`config.mk`:
```
export PLATFORM = sky130hd
export DESIGN_NAME = iter_comparator_flat
export DESIGN_NICKNAME = d
export VERILOG_FILES = /design/src/rtl/cmp_pkg.sv /design/src/rtl/iter_comparator_if.sv /design/src/rtl/iter_comparator_chunk_cmp.sv /design/src/rtl/iter_comparator.sv /design/src/flat_wrapper.sv
export SDC_FILE = /design/constraint.sdc
export NUM_CORES = 1
export LEC_CHECK = 0
export CAP_MARGIN = 20
export CORE_ASPECT_RATIO = 0.5
export CORE_MARGIN = 2
export CORE_UTILIZATION = 25
export DETAILED_ROUTE_END_ITERATION = 10
export HOLD_SLACK_MARGIN = 0.03
export PLACE_DENSITY_LB_ADDON = 0.05
export RECOVER_POWER = 50
export SLEW_MARGIN = 25
export SYNTH_ARGS = -nofsm -noshare
export SYNTH_HDL_FRONTEND = slang
export SYNTH_SLANG_ARGS = --single-unit
```
`constraint.sdc`:
```
create_clock -name clk -period 1.8 [get_ports clk]
set_clock_uncertainty 0.15 [all_clocks]
set_input_delay 0.27 -clock clk [delete_from_list [all_inputs] [get_ports clk]]
set_output_delay 0.27 -clock clk [all_outputs]
set_load 0.005 [all_outputs]
```
`src/rtl/cmp_pkg.sv`:
```
// Shared types for the iterative comparator: compare modes, FSM states and the mode decoder.
package cmp_pkg;

   typedef enum logic [2:0] {
      MODE_EQ    = 3'd0,
      MODE_NE    = 3'd1,
      MODE_LT    = 3'd2,
      MODE_LE    = 3'd3,
      MODE_GT    = 3'd4,
      MODE_GE    = 3'd5,
      MODE_RSVD6 = 3'd6,
      MODE_RSVD7 = 3'd7
   } cmp_mode_t;

   typedef enum logic [1:0] {
      IDLE = 2'd0,
      CMP  = 2'd1,
      DONE = 2'd2
   } cmp_state_t;

   // Reserved modes always report false.
   function automatic logic mode_result(input cmp_mode_t m, input logic eq, input logic lt);
      logic r;
      r = 1'b0;
      case (m)
         MODE_EQ: r = eq;
         MODE_NE: r = !eq;
         MODE_LT: r = lt;
         MODE_LE: r = lt || eq;
         MODE_GT: r = !lt && !eq;
         MODE_GE: r = !lt;
         default: r = 1'b0;
      endcase
      return r;
   endfunction

endpackage

```
`src/rtl/iter_comparator_if.sv`:
```
// Operand/result handshake bundle for iter_comparator; signed_in exists only with ITER_CMP_SIGNED_EN.
interface iter_comparator_if
   import cmp_pkg::*;
#(
   parameter int NBITS = 16,
   parameter int CHUNK = 4
);
   localparam int NCHUNK = NBITS / CHUNK;
   localparam int CW     = $clog2(NCHUNK + 1);

   logic [NBITS-1:0] a_in;
   logic [NBITS-1:0] b_in;
   cmp_mode_t        mode_in;
   logic             in_valid;
   logic             in_ready;
   logic             out_valid;
   logic             out_ready;
   logic             out;
   logic [CW-1:0]    cmp_cnt;
`ifdef ITER_CMP_SIGNED_EN
   logic             signed_in;
`endif

   modport master (
      output a_in, b_in, mode_in, in_valid, out_ready,
`ifdef ITER_CMP_SIGNED_EN
      output signed_in,
`endif
      input  in_ready, out_valid, out, cmp_cnt
   );

   modport slave (
      input  a_in, b_in, mode_in, in_valid, out_ready,
`ifdef ITER_CMP_SIGNED_EN
      input  signed_in,
`endif
      output in_ready, out_valid, out, cmp_cnt
   );

endinterface

```
`src/rtl/iter_comparator_chunk_cmp.sv`:
```
// Combinational equality / unsigned less-than for one operand slice.
module chunk_cmp #(
   parameter int W = 4
) (
   input  logic [W-1:0] a,
   input  logic [W-1:0] b,
   output logic         eq,
   output logic         lt
);

   assign eq = (a == b);
   assign lt = (a < b);

endmodule

```
`src/rtl/iter_comparator.sv`:
```
// Iterative magnitude comparator: one CHUNK slice per cycle, MSB first, early exit on first difference.
// Optional signed compare enabled by defining ITER_CMP_SIGNED_EN.
module iter_comparator
   import cmp_pkg::*;
#(
   parameter int NBITS = 16,
   parameter int CHUNK = 4
) (
   input logic              clk,
   input logic              reset_n,
   iter_comparator_if.slave bus
);

   localparam int NCHUNK = NBITS / CHUNK;
   localparam int CW     = $clog2(NCHUNK + 1);

   generate
      if (CHUNK < 1 || (NBITS % CHUNK) != 0) begin : g_bad_params
         $error("iter_comparator: NBITS must be a positive multiple of CHUNK");
      end
   endgenerate

   cmp_state_t       state;
   logic [NBITS-1:0] a_sh;
   logic [NBITS-1:0] b_sh;
   cmp_mode_t        mode_r;
   logic [CW-1:0]    cnt;
   logic             res;
   logic             sgn_r;
   logic [CHUNK-1:0] ca;
   logic [CHUNK-1:0] cb;
   logic             ceq;
   logic             clt;
   logic [CW-1:0]    cnt_inc;
   logic             last;

   // Operands are shifted left each cycle so the slice under test is always the top CHUNK bits;
   // flipping the sign bits of the first slice turns two's complement order into unsigned order.
   always_comb begin
      ca = a_sh[NBITS-1 -: CHUNK];
      cb = b_sh[NBITS-1 -: CHUNK];
      if (sgn_r && cnt == '0) begin
         ca[CHUNK-1] = ~ca[CHUNK-1];
         cb[CHUNK-1] = ~cb[CHUNK-1];
      end
   end

   chunk_cmp #(.W(CHUNK)) u_chunk (
      .a  (ca),
      .b  (cb),
      .eq (ceq),
      .lt (clt)
   );

   assign cnt_inc = cnt + CW'(1);
   assign last    = (cnt_inc == CW'(NCHUNK));

   always_ff @(posedge clk or negedge reset_n) begin
      if (!reset_n) begin
         state  <= IDLE;
         a_sh   <= '0;
         b_sh   <= '0;
         mode_r <= MODE_EQ;
         cnt    <= '0;
         res    <= 1'b0;
      end else begin
         case (state)
            IDLE: begin
               if (bus.in_valid) begin
                  a_sh   <= bus.a_in;
                  b_sh   <= bus.b_in;
                  mode_r <= bus.mode_in;
                  cnt    <= '0;
                  state  <= CMP;
               end
            end
            CMP: begin
               cnt  <= cnt_inc;
               a_sh <= a_sh << CHUNK;
               b_sh <= b_sh << CHUNK;
               if (!ceq || last) begin
                  res   <= mode_result(mode_r, ceq, clt);
                  state <= DONE;
               end
            end
            DONE: begin
               if (bus.out_ready) begin
                  state <= IDLE;
               end
            end
            default: state <= IDLE;
         endcase
      end
   end

`ifdef ITER_CMP_SIGNED_EN
   always_ff @(posedge clk or negedge reset_n) begin
      if (!reset_n) begin
         sgn_r <= 1'b0;
      end else if (state == IDLE && bus.in_valid) begin
         sgn_r <= bus.signed_in;
      end
   end
`else
   assign sgn_r = 1'b0;
`endif

   assign bus.in_ready  = (state == IDLE);
   assign bus.out_valid = (state == DONE);
   assign bus.out       = res;
   assign bus.cmp_cnt   = cnt;

endmodule

```
`src/flat_wrapper.sv`:
```
// flat-port wrapper written by rule: the top's interface ports become plain ports
module iter_comparator_flat import cmp_pkg::*;
#(
   parameter int NBITS = 16,
   parameter int CHUNK = 4
)
  (clk, reset_n, bus_a_in, bus_b_in, bus_mode_in, bus_in_valid, bus_out_ready, bus_in_ready, bus_out_valid, bus_out, bus_cmp_cnt);
  iter_comparator_if #(.NBITS(NBITS), .CHUNK(CHUNK)) bus_i ();
  input logic clk;
  input logic reset_n;
  input wire logic [$bits(bus_i.a_in)-1:0] bus_a_in;
  input wire logic [$bits(bus_i.b_in)-1:0] bus_b_in;
  input wire logic [$bits(bus_i.mode_in)-1:0] bus_mode_in;
  input wire logic [$bits(bus_i.in_valid)-1:0] bus_in_valid;
  input wire logic [$bits(bus_i.out_ready)-1:0] bus_out_ready;
  output wire logic [$bits(bus_i.in_ready)-1:0] bus_in_ready;
  output wire logic [$bits(bus_i.out_valid)-1:0] bus_out_valid;
  output wire logic [$bits(bus_i.out)-1:0] bus_out;
  output wire logic [$bits(bus_i.cmp_cnt)-1:0] bus_cmp_cnt;
  assign bus_i.a_in = bus_a_in;
  assign bus_i.b_in = bus_b_in;
  assign bus_i.mode_in = bus_mode_in;
  assign bus_i.in_valid = bus_in_valid;
  assign bus_i.out_ready = bus_out_ready;
  assign bus_in_ready = bus_i.in_ready;
  assign bus_out_valid = bus_i.out_valid;
  assign bus_out = bus_i.out;
  assign bus_cmp_cnt = bus_i.cmp_cnt;
  iter_comparator #(.NBITS(NBITS), .CHUNK(CHUNK)) u_core (.clk(clk), .reset_n(reset_n), .bus(bus_i));
endmodule
```
==> Word level (Yosys, flattened, before mapping) <==
Index checks and enable logic that the tools add are counted.
Widths: inputs -> output; s select.
{ "totals": {"regBits": 41, "elab_cells": 43, "output_inout_bits": 6} }
{ "op_classes": {"muxes": 11, "n_reduce_logical": 12, "n_addsub": 1, "eq_ne": 12, "n_lt_le_gt_ge": 1} }
{ "ops": {"columns": ["op", "n"], "rows": [
  ["$pmux 16 s2", 2],
  ["$mux 16", 2],
  ["$eq 3x3->1 const B", 3],
  ["$eq 3x2->1 const B", 2],
  ["$mux 2", 3],
  ["$pmux 1 s6", 1],
  ["$pmux 2 s3", 1],
  ["$pmux 3 s2", 1],
  ["$reduce_and 2->1", 3],
  ["$eq 4x4->1", 1],
  ["$lt 4x4->1", 1],
  ["$ne 2x2->1 const B", 2],
  ["$add 3x1->3 const B", 1],
  ["$eq 3x1->1 const B", 1],
  ["$logic_not 3->1", 1],
  ["$mux 3", 1],
  ["$reduce_and 3->1", 1],
  ["$eq 2x1->1 const B", 1],
  ["$eq 2x2->1 const B", 1],
  ["$logic_not 1->1", 2],
  ["$logic_not 2->1", 1],
  ["$logic_or 1x1->1", 2],
  ["$ne 2x1->1 const B", 1],
  ["$reduce_bool 2->1", 1],
  ["$logic_and 1x1->1", 1]
]} }

==> Logic depth before layout (Yosys ltp) <==
Gate-level depths: netlist of run 1.
{ "logic_depth": {"word_depth": 5, "ltp_mapped": 6, "ltp_nobuf": 6} }

==> By module <==
A second synthesis of run 1 with hierarchy kept.
{ "hier_totals": {"cells_unflattened": 198, "hier_area_um2": 2010.7} }
{ "modules_own_cells": {"columns": ["module", "area_per_inst_um2", "seq_area_each_um2", "instances", "cells_each"], "rows": [
  ["iter_comparator", 1908.1, 1026.0, 1, 184],
  ["chunk_cmp", 102.6, 0.0, 1, 14]
]} }

==> Least setup slack after synthesis of run 1 <==
No wires, ideal clock.
{ "synth_timing": {"kind": "reg2reg", "start": "register u_core.a_sh[15]", "end": "register u_core.res, in the netlist u_core.bus.out", "path_stages_with_launch": 6, "path_slack_ns": 0.199, "setup_time_ns": 0.088, "period_less_slack_ns": 1.601, "t_required_ns": 1.562, "arrival_time_ns": 1.362, "cell_sequence": "dfrtp_1 -> ha_1 -> nand4_1 -> o21ai_0 -> a221o_1 -> a41oi_1"} }
{ "synth_via": {"elab_chain_cells": 4, "word_cells_on_any_way": 9, "classes_between": "order compare: 1; eq/ne: 1; mux: 1; reduce/logical: 6"} }
{ "synth_lines": {"columns": ["element", "line", "source"], "rows": [
  ["start, declared", "iter_comparator.sv:24", "logic [NBITS-1:0] a_sh;"],
  ["start signal, assigned", "iter_comparator.sv:70", "a_sh <= bus.a_in;"],
  ["start signal, assigned", "iter_comparator.sv:79", "a_sh <= a_sh << CHUNK;"],
  ["$lt 4x4->1 or $eq 4x4->1 (tied branches)", "iter_comparator_chunk_cmp.sv:12, iter_comparator_chunk_cmp.sv:11", null],
  ["$logic_not 1->1 (on tied branches)", null, null],
  ["$logic_and 1x1->1 or $logic_or 1x1->1 (tied branches)", "cmp_pkg.sv:30, iter_comparator.sv:81", null],
  ["$pmux 1 s6 or $reduce_and 2->1 (tied branches)", null, null],
  ["end signal, assigned", "iter_comparator.sv:82", "res <= mode_result(mode_r, ceq, clt);"],
  ["end, declared", "iter_comparator.sv:28", "logic res;"]
]} }
Parallel ways exist; a longest one is shown, timed or not.
A chain may end at the register's enable or synchronous reset.

==> Final worst setup path of run 1 <==
{ "layout_timing": {"start": "register u_core.a_sh[13]", "end": "register u_core.res, in the netlist u_core.bus.out"} }
The elaborated chain is that of the path after synthesis.

==> results of run 1 <==
[synthesized netlist by cell type]
cell type   n  area (µm²)
nand2_1    46       172.7
dfrtp_1    41        1026
o21ai_1    21       105.1
mux2i_1    20       200.2
o21ai_0    17       85.08
nor2_1      7       26.28
a21oi_1     6       30.03
buf_2       6       30.03
ha_1        6       75.07
inv_1       6       22.52
nor2b_1     3       18.77
a21o_1      2       15.01
a41oi_1     2       17.52
buf_6       2       22.52
clkbuf_2    2       10.01
mux2_2      2       22.52
xor2_1      2       17.52
a221o_1     1       10.01
a22o_1      1       8.760
buf_4       1       7.510
clkbuf_1    1       3.750
nand2b_1    1       6.260
nand4_1     1       6.260
nor3_1      1       5.000
nor3b_4     1       18.77
o211ai_1    1       7.510
o21bai_1    1       7.510
[layer usage]
metal  vias to the layer above  routed length, µm  GRT usage (%)
li1                        787                  -              -
met1                       750               2579          17.63
met2                        30               2080          17.80
met3                         7                268          4.418
met4                         0                 65          4.435
met5                         -                  0              0
[where the power goes]
part           switching (mW)  total, mW  internal [mW]
Clock                   0.349      0.865          0.516
Combinational            1.07       2.20           1.12
Sequential              0.288       1.66           1.37
[cell families after synthesis]
| logic type | share of synthesized area [%] |
|---|---|
| muxes | 11.26 |
| DFF | 51.87 |
| xor gates and xnor gates | 0.8857 |
| and+or+nand+nor | 12.84 |
| buffers and inverters | 4.870 |
| AOI/OAI and AO/OA | 14.48 |
| adders and majority gates | 3.795 |
[critical path, stage by stage (launching register included)]
cell and delay (ns):
dfrtp_1 0.41, ha_4 0.28, nor2b_4 0.12, o211ai_1 0.10, buf_4 0.17, a221o_1 0.33
a41oi_2 0.18
[worst max path at each step]
stage | from | endpoint | slack [ns] | cells past startpoint
floorplan | u_core.a_sh[15]$_DFFE_PN0P_ | u_core.bus.out$_DFFE_PN0P_ | 0.20 | 5
global placement | bus_in_valid | u_core.mode_r[1]$_DFFE_PN0P_ | -0.04 | 4
detailed placement | bus_in_valid | u_core.mode_r[0]$_DFFE_PN0P_ | -0.05 | 4
CTS | u_core.state[0]$_DFFE_PN0P_ | bus_out_valid | 0.0007 | 2
global route | u_core.a_sh[13]$_DFFE_PN0P_ | u_core.bus.out$_DFFE_PN0P_ | -0.09 | 6
finish | u_core.a_sh[13]$_DFFE_PN0P_ | u_core.bus.out$_DFFE_PN0P_ | -0.03 | 6
[cell type report]
| type | count | area share [%] |
|---|---|---|
| flip-flops and latches | 41 | 35.82 |
| multi-input cells | 142 | 32.81 |
| repair buffers | 58 | 21.13 |
| clock buffers | 8 | 4.749 |
| well taps | 108 | 4.706 |
| inverters | 6 | 0.7843 |
[cells in the final DEF, fill, tap and decap left out, types with 3 or more instances in the layout]
cell             instances
dfrtp_1                 39
mux2i_1                 19
a21oi_1                  4
clkbuf_1                 4
o21ai_0                 17
o21ai_1                 21
buf_12                   3
ha_1                     3
clkbuf_16                6
inv_1                    4
ha_4                     3
nand2_1                 46
nor2_1                   7
buf_4                    7
clkdlybuf4s50_1         41
[through the flow]
step           power (mW)  instances  area, µm²  setup TNS (ns)  hold WS [ns]
6_report            4.718        363       2872        -0.03238        0.3375
4_1_cts             4.595        360       2803               0        0.3165
5_1_grt             5.148        363       2872         -0.3573        0.3679
2_1_floorplan       2.831        201       1978               0       -0.1756
3_5_place_dp        3.509        347       2577         -0.4971       0.08650
3_3_place_gp        3.477        347       2577         -0.2794       0.09125
[registers in the layout, summed over array words and instances, names as in the netlist]
name                count
u_core.a_sh            16
u_core.state            2
u_core.bus.out          1
u_core.mode_r           3
u_core.b_sh            16
u_core.bus.cmp_cnt      3
[repair_timing]
action / in CTS / in global routing
hold endpoints to repair: 16 / 0
buffers inserted: 4 / 2
hold buffers: 1 / 0
pin swaps: 5 / 2
resized for setup: 8 / 11
gates cloned: 0 / 1
endpoints found under the setup margin: 3 / 5
==> flow_metrics.env, run 1 <==
export IMPL_startpoint_type="flop"
export IMPL_coreArea_um2=7487
export IMPL_max_freq_mhz=545.7
export IMPL_num_rows=22
export IMPL_setup_viol=1
export IMPL_worst_slack_ns=-0.03238
export IMPL_grt_use_total_pct=12.60
export IMPL_post_drt_wl_per_cell_um=13.76
export IMPL_fin_util_pct=38.35
export IMPL_ioPinCount=45
export IMPL_cts_tree="yes"
export IMPL_hp_start="u_core.a_sh[4]$_DFFE_PN0P_"
export IMPL_cts_buffers=5
export IMPL_hold_depth=2
export IMPL_r2r_slack_ns=-0.03
export IMPL_r2r_end="u_core.bus.out$_DFFE_PN0P_"
export IMPL_worst_path_max_fanout=2
export IMPL_place_worst_setup_slack_ns=-0.05275
export IMPL_start_util_pct=26.42
export IMPL_drtIter0Drc=47
export IMPL_multi_input_area_um2=942.2
export IMPL_clk_pin_slew_ns=0.06
export IMPL_worst_r2r_startpoint="u_core.a_sh[13]$_DFFE_PN0P_"
export IMPL_failed_checks="negative setup slack"
export IMPL_nFillCells=790
export IMPL_ys_warn_count=0
export IMPL_vias=1574
export IMPL_cts_buffer_depth=2
export IMPL_status="finished with violations"
export IMPL_die_width_um=129.8
export IMPL_clk_latency_ns=0.28
export IMPL_cts_root_buffer="clkbuf_16"
export IMPL_required_ns=1.85
export IMPL_clock_sinks=41
export IMPL_grt_pass1_wl_um=8038
export IMPL_slew_violations=0
export IMPL_antenna_left=0
export IMPL_vias_per_cell=4.336
export IMPL_grt_pass1_vias=1566
export IMPL_layout_area_seq_um2=1028
export IMPL_htree_levels=2
export IMPL_synth_cell_types=27
export IMPL_die_area_um2=8684
export IMPL_slew_headroom_pct=33.95
export IMPL_route_detailed_drc=0
export IMPL_p_leak_nw=1.199
export IMPL_place_congestion=0.7009
export IMPL_rsz0062_at_grt="yes"
export IMPL_critPathKind="flop to flop"
export IMPL_end_kind="flop"
export IMPL_grt_max_degree=47
export IMPL_dpl_hpwl_um=3305
export IMPL_min_period_ns=1.832
export IMPL_p_per_area_nw_per_um2=1643
export IMPL_whs_endpoint="u_core.a_sh[8]$_DFFE_PN0P_"
export IMPL_cp_arrival_ns=1.88
export IMPL_ys_ff_latch=41
export IMPL_synth_fp_nets=246
export IMPL_syn_instance_count=201
export IMPL_antenna_found_initial=0
export IMPL_seq_area_frac_synth_pct=51.87
export IMPL_dr_pass1_iters=4
export IMPL_syn_cell_area_um2=1978
export IMPL_fin_nets=299
export IMPL_drive_above_1_share_pct=14.12
export IMPL_io_buffers=44
export IMPL_area_growth_pct=45.16
export IMPL_hold_violations=0
export IMPL_die_y_um=66.90
export IMPL_grt_overflow_total=0
export IMPL_cap_viol_max_count=0
export IMPL_fin_crit_sh_pct=101.8
export IMPL_diodes=0
export IMPL_ff2ff_path_depth=6
export IMPL_routed_wl_um=4994
export IMPL_avgSynthCellArea_um2=9.842
export IMPL_tightest_slew_ns=0.9907
export IMPL_hold_class="flop to flop"
export IMPL_vdd_ir_drop_max_uv=637.6
(Power assumes the default switching activity.)
==> run 2: changes to the inputs <==
--- a/config.mk
+++ b/config.mk
@@ -13,7 +13,7 @@
 export HOLD_SLACK_MARGIN = 0.03
 export PLACE_DENSITY_LB_ADDON = 0.05
 export RECOVER_POWER = 50
-export SLEW_MARGIN = 25
+export SLEW_MARGIN = 20
 export SYNTH_ARGS = -nofsm -noshare
 export SYNTH_HDL_FRONTEND = slang
 export SYNTH_SLANG_ARGS = --single-unit
==> results of run 2 <==
Same layout as run 1: the final DEF is identical, and so are final timing and power.
==> run 3: changes to the inputs <==
--- a/config.mk
+++ b/config.mk
@@ -9,10 +9,12 @@
 export CORE_ASPECT_RATIO = 0.5
 export CORE_MARGIN = 2
 export CORE_UTILIZATION = 25
+export CTS_BUF_LIST = sky130_fd_sc_hd__clkbuf_2 sky130_fd_sc_hd__clkbuf_4 sky130_fd_sc_hd__clkbuf_8
 export DETAILED_ROUTE_END_ITERATION = 10
 export HOLD_SLACK_MARGIN = 0.03
 export PLACE_DENSITY_LB_ADDON = 0.05
 export RECOVER_POWER = 50
+export SETUP_SLACK_MARGIN = 0.02
 export SLEW_MARGIN = 20
 export SYNTH_ARGS = -nofsm -noshare
 export SYNTH_HDL_FRONTEND = slang
==> run 3 against run 2 <==
Net effect:
- the run still ends with negative setup slack left
- critical path depth unchanged
- final area about the same
- largest power group unchanged
- maximum frequency about the same
- sequential share of layout area about the same
- wire length increased by 2.9%
- flip-flop and latch count unchanged
- first-iteration DRC count increased by 100%
- sequential power about the same
- clock power decreased by 25%
- die area unchanged
- combinational power increased by 4%
- register-to-register slack about the same
==> flow_metrics.env, run 3 (synthesized netlist as in run 1, its figures left out) <==
export IMPL_hold_ws_ns=0.3405
export IMPL_critPathKind="flop to flop"
export IMPL_end_kind="flop"
export IMPL_hold_class="flop to flop"
export IMPL_worst_path_max_fanout=2
export IMPL_p_per_area_nw_per_um2=1597
export IMPL_clockPowerShare_pct=14.2
export IMPL_switching_share_pct=37.65
export IMPL_diodes=0
export IMPL_coreArea_um2=7487
export IMPL_antenna_found_initial=0
export IMPL_r2r_slack_ns=-0.03
export IMPL_layout_common_cells="46 x nand2_1, 41 x clkdlybuf4s50_1, 40 x dfrtp_1"
export IMPL_place_area_um2=2577
export IMPL_slew_violations=0
export IMPL_grt_overflow_total=0
export IMPL_grt_pass1_vias=1555
export IMPL_fin_nets=302
export IMPL_grt_max_degree=47
export IMPL_tightest_slew_ns=1.006
export IMPL_worst_path_max_delay_cell="dfrtp_1"
export IMPL_cts_tree="yes"
export IMPL_finalPower_mw=4.583
export IMPL_p_seq_share_pct=36.1
export IMPL_die_area_um2=8684
export IMPL_start_util_pct=26.42
export IMPL_cap_viol_max_count=0
export IMPL_nFillCells=783
export IMPL_clk_latency_ns=0.30
export IMPL_p_switching_mw=1.726
export IMPL_p_leak_nw=1.196
export IMPL_path_cells="ha_4, nor2b_4, o211ai_1, buf_4, a221o_1, a41oi_2"
export IMPL_cts_buffers=5
export IMPL_required_ns=1.86
export IMPL_drtIter0Drc=94
export IMPL_vias_per_cell=4.295
export IMPL_ioPinCount=45
export IMPL_place_congestion=0.7009
export IMPL_io_buffers=44
export IMPL_dpl_hpwl_um=3305
export IMPL_rsz0062_at_grt="yes"
export IMPL_cts_buffer_depth=2
export IMPL_routed_wl_um=5140
export IMPL_antenna_left=0
export IMPL_cts_root_buffer="clkbuf_8"
export IMPL_num_rows=22
export IMPL_p_int_mw=2.857
export IMPL_hold_depth=2
export IMPL_post_drt_wl_per_cell_um=14.04
export IMPL_drive_above_1_share_pct=16.67
export IMPL_vias=1572
export IMPL_min_period_ns=1.831
export IMPL_setup_viol=1
export IMPL_grt_use_total_pct=12.55
export IMPL_vdd_ir_drop_max_uv=616.5
export IMPL_clock_sinks=41
export IMPL_slew_headroom_pct=32.95
export IMPL_clk_pin_slew_ns=0.09
export IMPL_place_worst_setup_slack_ns=-0.05275
export IMPL_reg_top3="u_core.a_sh: 16 flops, u_core.b_sh: 16 flops"
export IMPL_startpoint_type="flop"
export IMPL_die_width_um=129.8
export IMPL_cp_arrival_ns=1.90
export IMPL_status="finished with violations"
export IMPL_htree_levels=2
export IMPL_grt_pass1_wl_um=7976
export IMPL_hold_violations=0
export IMPL_route_detailed_drc=0
export IMPL_die_y_um=66.90
export IMPL_dr_pass1_iters=4
export IMPL_ff2ff_path_depth=6
export IMPL_final_cell_area_um2=2869
export IMPL_max_freq_mhz=546.1
export IMPL_area_growth_pct=45.03
export IMPL_combPwrFrac_pct=49.6
export IMPL_failed_checks="negative setup slack"
export IMPL_fin_crit_sh_pct=101.7
export IMPL_final_common_cell="nand2_1"
export IMPL_worst_slack_ns=-0.03124
export IMPL_slowest_delay_ns=0.42
[run 3: changes by cell type in the layout (fill, tap and decap cells not counted), sizes merged]
cell	previous run	this run
buf	12	14
clkbuf	10	11
dlygate4sd2	0	1
dlymetal6s2s	1	0
[run 3: layer usage]
layer	wire (µm)	global-route usage, %
met1	2779	17.63
met2	2062	17.60
met3	231	4.418
met4	66	4.435
met5	0	0
[run 3: layout make-up]
| cell class | count | area (µm²) | area share, % |
|---|---|---|---|
| Timing Repair Buffer | 61 | 643.1 | 22.42 |
| Multi-Input combinational cell | 142 | 949.7 | 33.10 |
| Inverter | 6 | 22.52 | 0.7850 |
| Sequential cell | 41 | 1027 | 35.80 |
| Tap cell | 108 | 135.1 | 4.710 |
| Clock buffer | 8 | 91.34 | 3.184 |
[run 3: critical path, delay by kind of cell, from the launching register on]
kind	cells	cell delay, ns
compound gates	3	0.61
fa+ha+maj	1	0.28
buf+inv	1	0.17
flops	1	0.42
simple gates	1	0.12
[run 3: per-stage QoR]
stage                     setup TNS (ns)  util [%]  cells
after floorplan                        0         -    201
after global placement           -0.2794     34.43    347
after detailed placement         -0.4971     34.43    347
after CTS                      -0.005572     36.81    360
after global routing            -0.09058     38.32    366
final                           -0.03124     38.32    366
[run 3: worst paths after layout]
check                                       startpoint                      endpoint
hold / removal              u_core.a_sh[6]$_DFFE_PN0P_   u_core.a_sh[10]$_DFFE_PN0P_
setup / recovery           u_core.a_sh[13]$_DFFE_PN0P_    u_core.bus.out$_DFFE_PN0P_
min in group asynchronous                      reset_n  u_core.mode_r[2]$_DFFE_PN0P_
setup reg to reg           u_core.a_sh[13]$_DFFE_PN0P_    u_core.bus.out$_DFFE_PN0P_
hold reg to reg             u_core.a_sh[6]$_DFFE_PN0P_   u_core.a_sh[10]$_DFFE_PN0P_
max in group asynchronous                      reset_n    u_core.a_sh[5]$_DFFE_PN0P_
[run 3: power groups by stage]
stage,logic [mW],registers [mW],clock network (mW)
3_3_place_gp,1.82,1.66,0
3_5_place_dp,1.84,1.66,0
6_report,2.28,1.66,0.652
2_1_floorplan,1.25,1.58,0
4_1_cts,2.05,1.65,0.668
5_1_grt,2.57,1.72,0.724
[run 3: timing repair]
item	CTS	global route
endpoints found under the setup margin	3	9
hold buffers	1	0
pin swaps	5	2
cloned	0	2
gates resized for setup	9	11
endpoints found under the hold margin	16	0
setup buffers	4	4
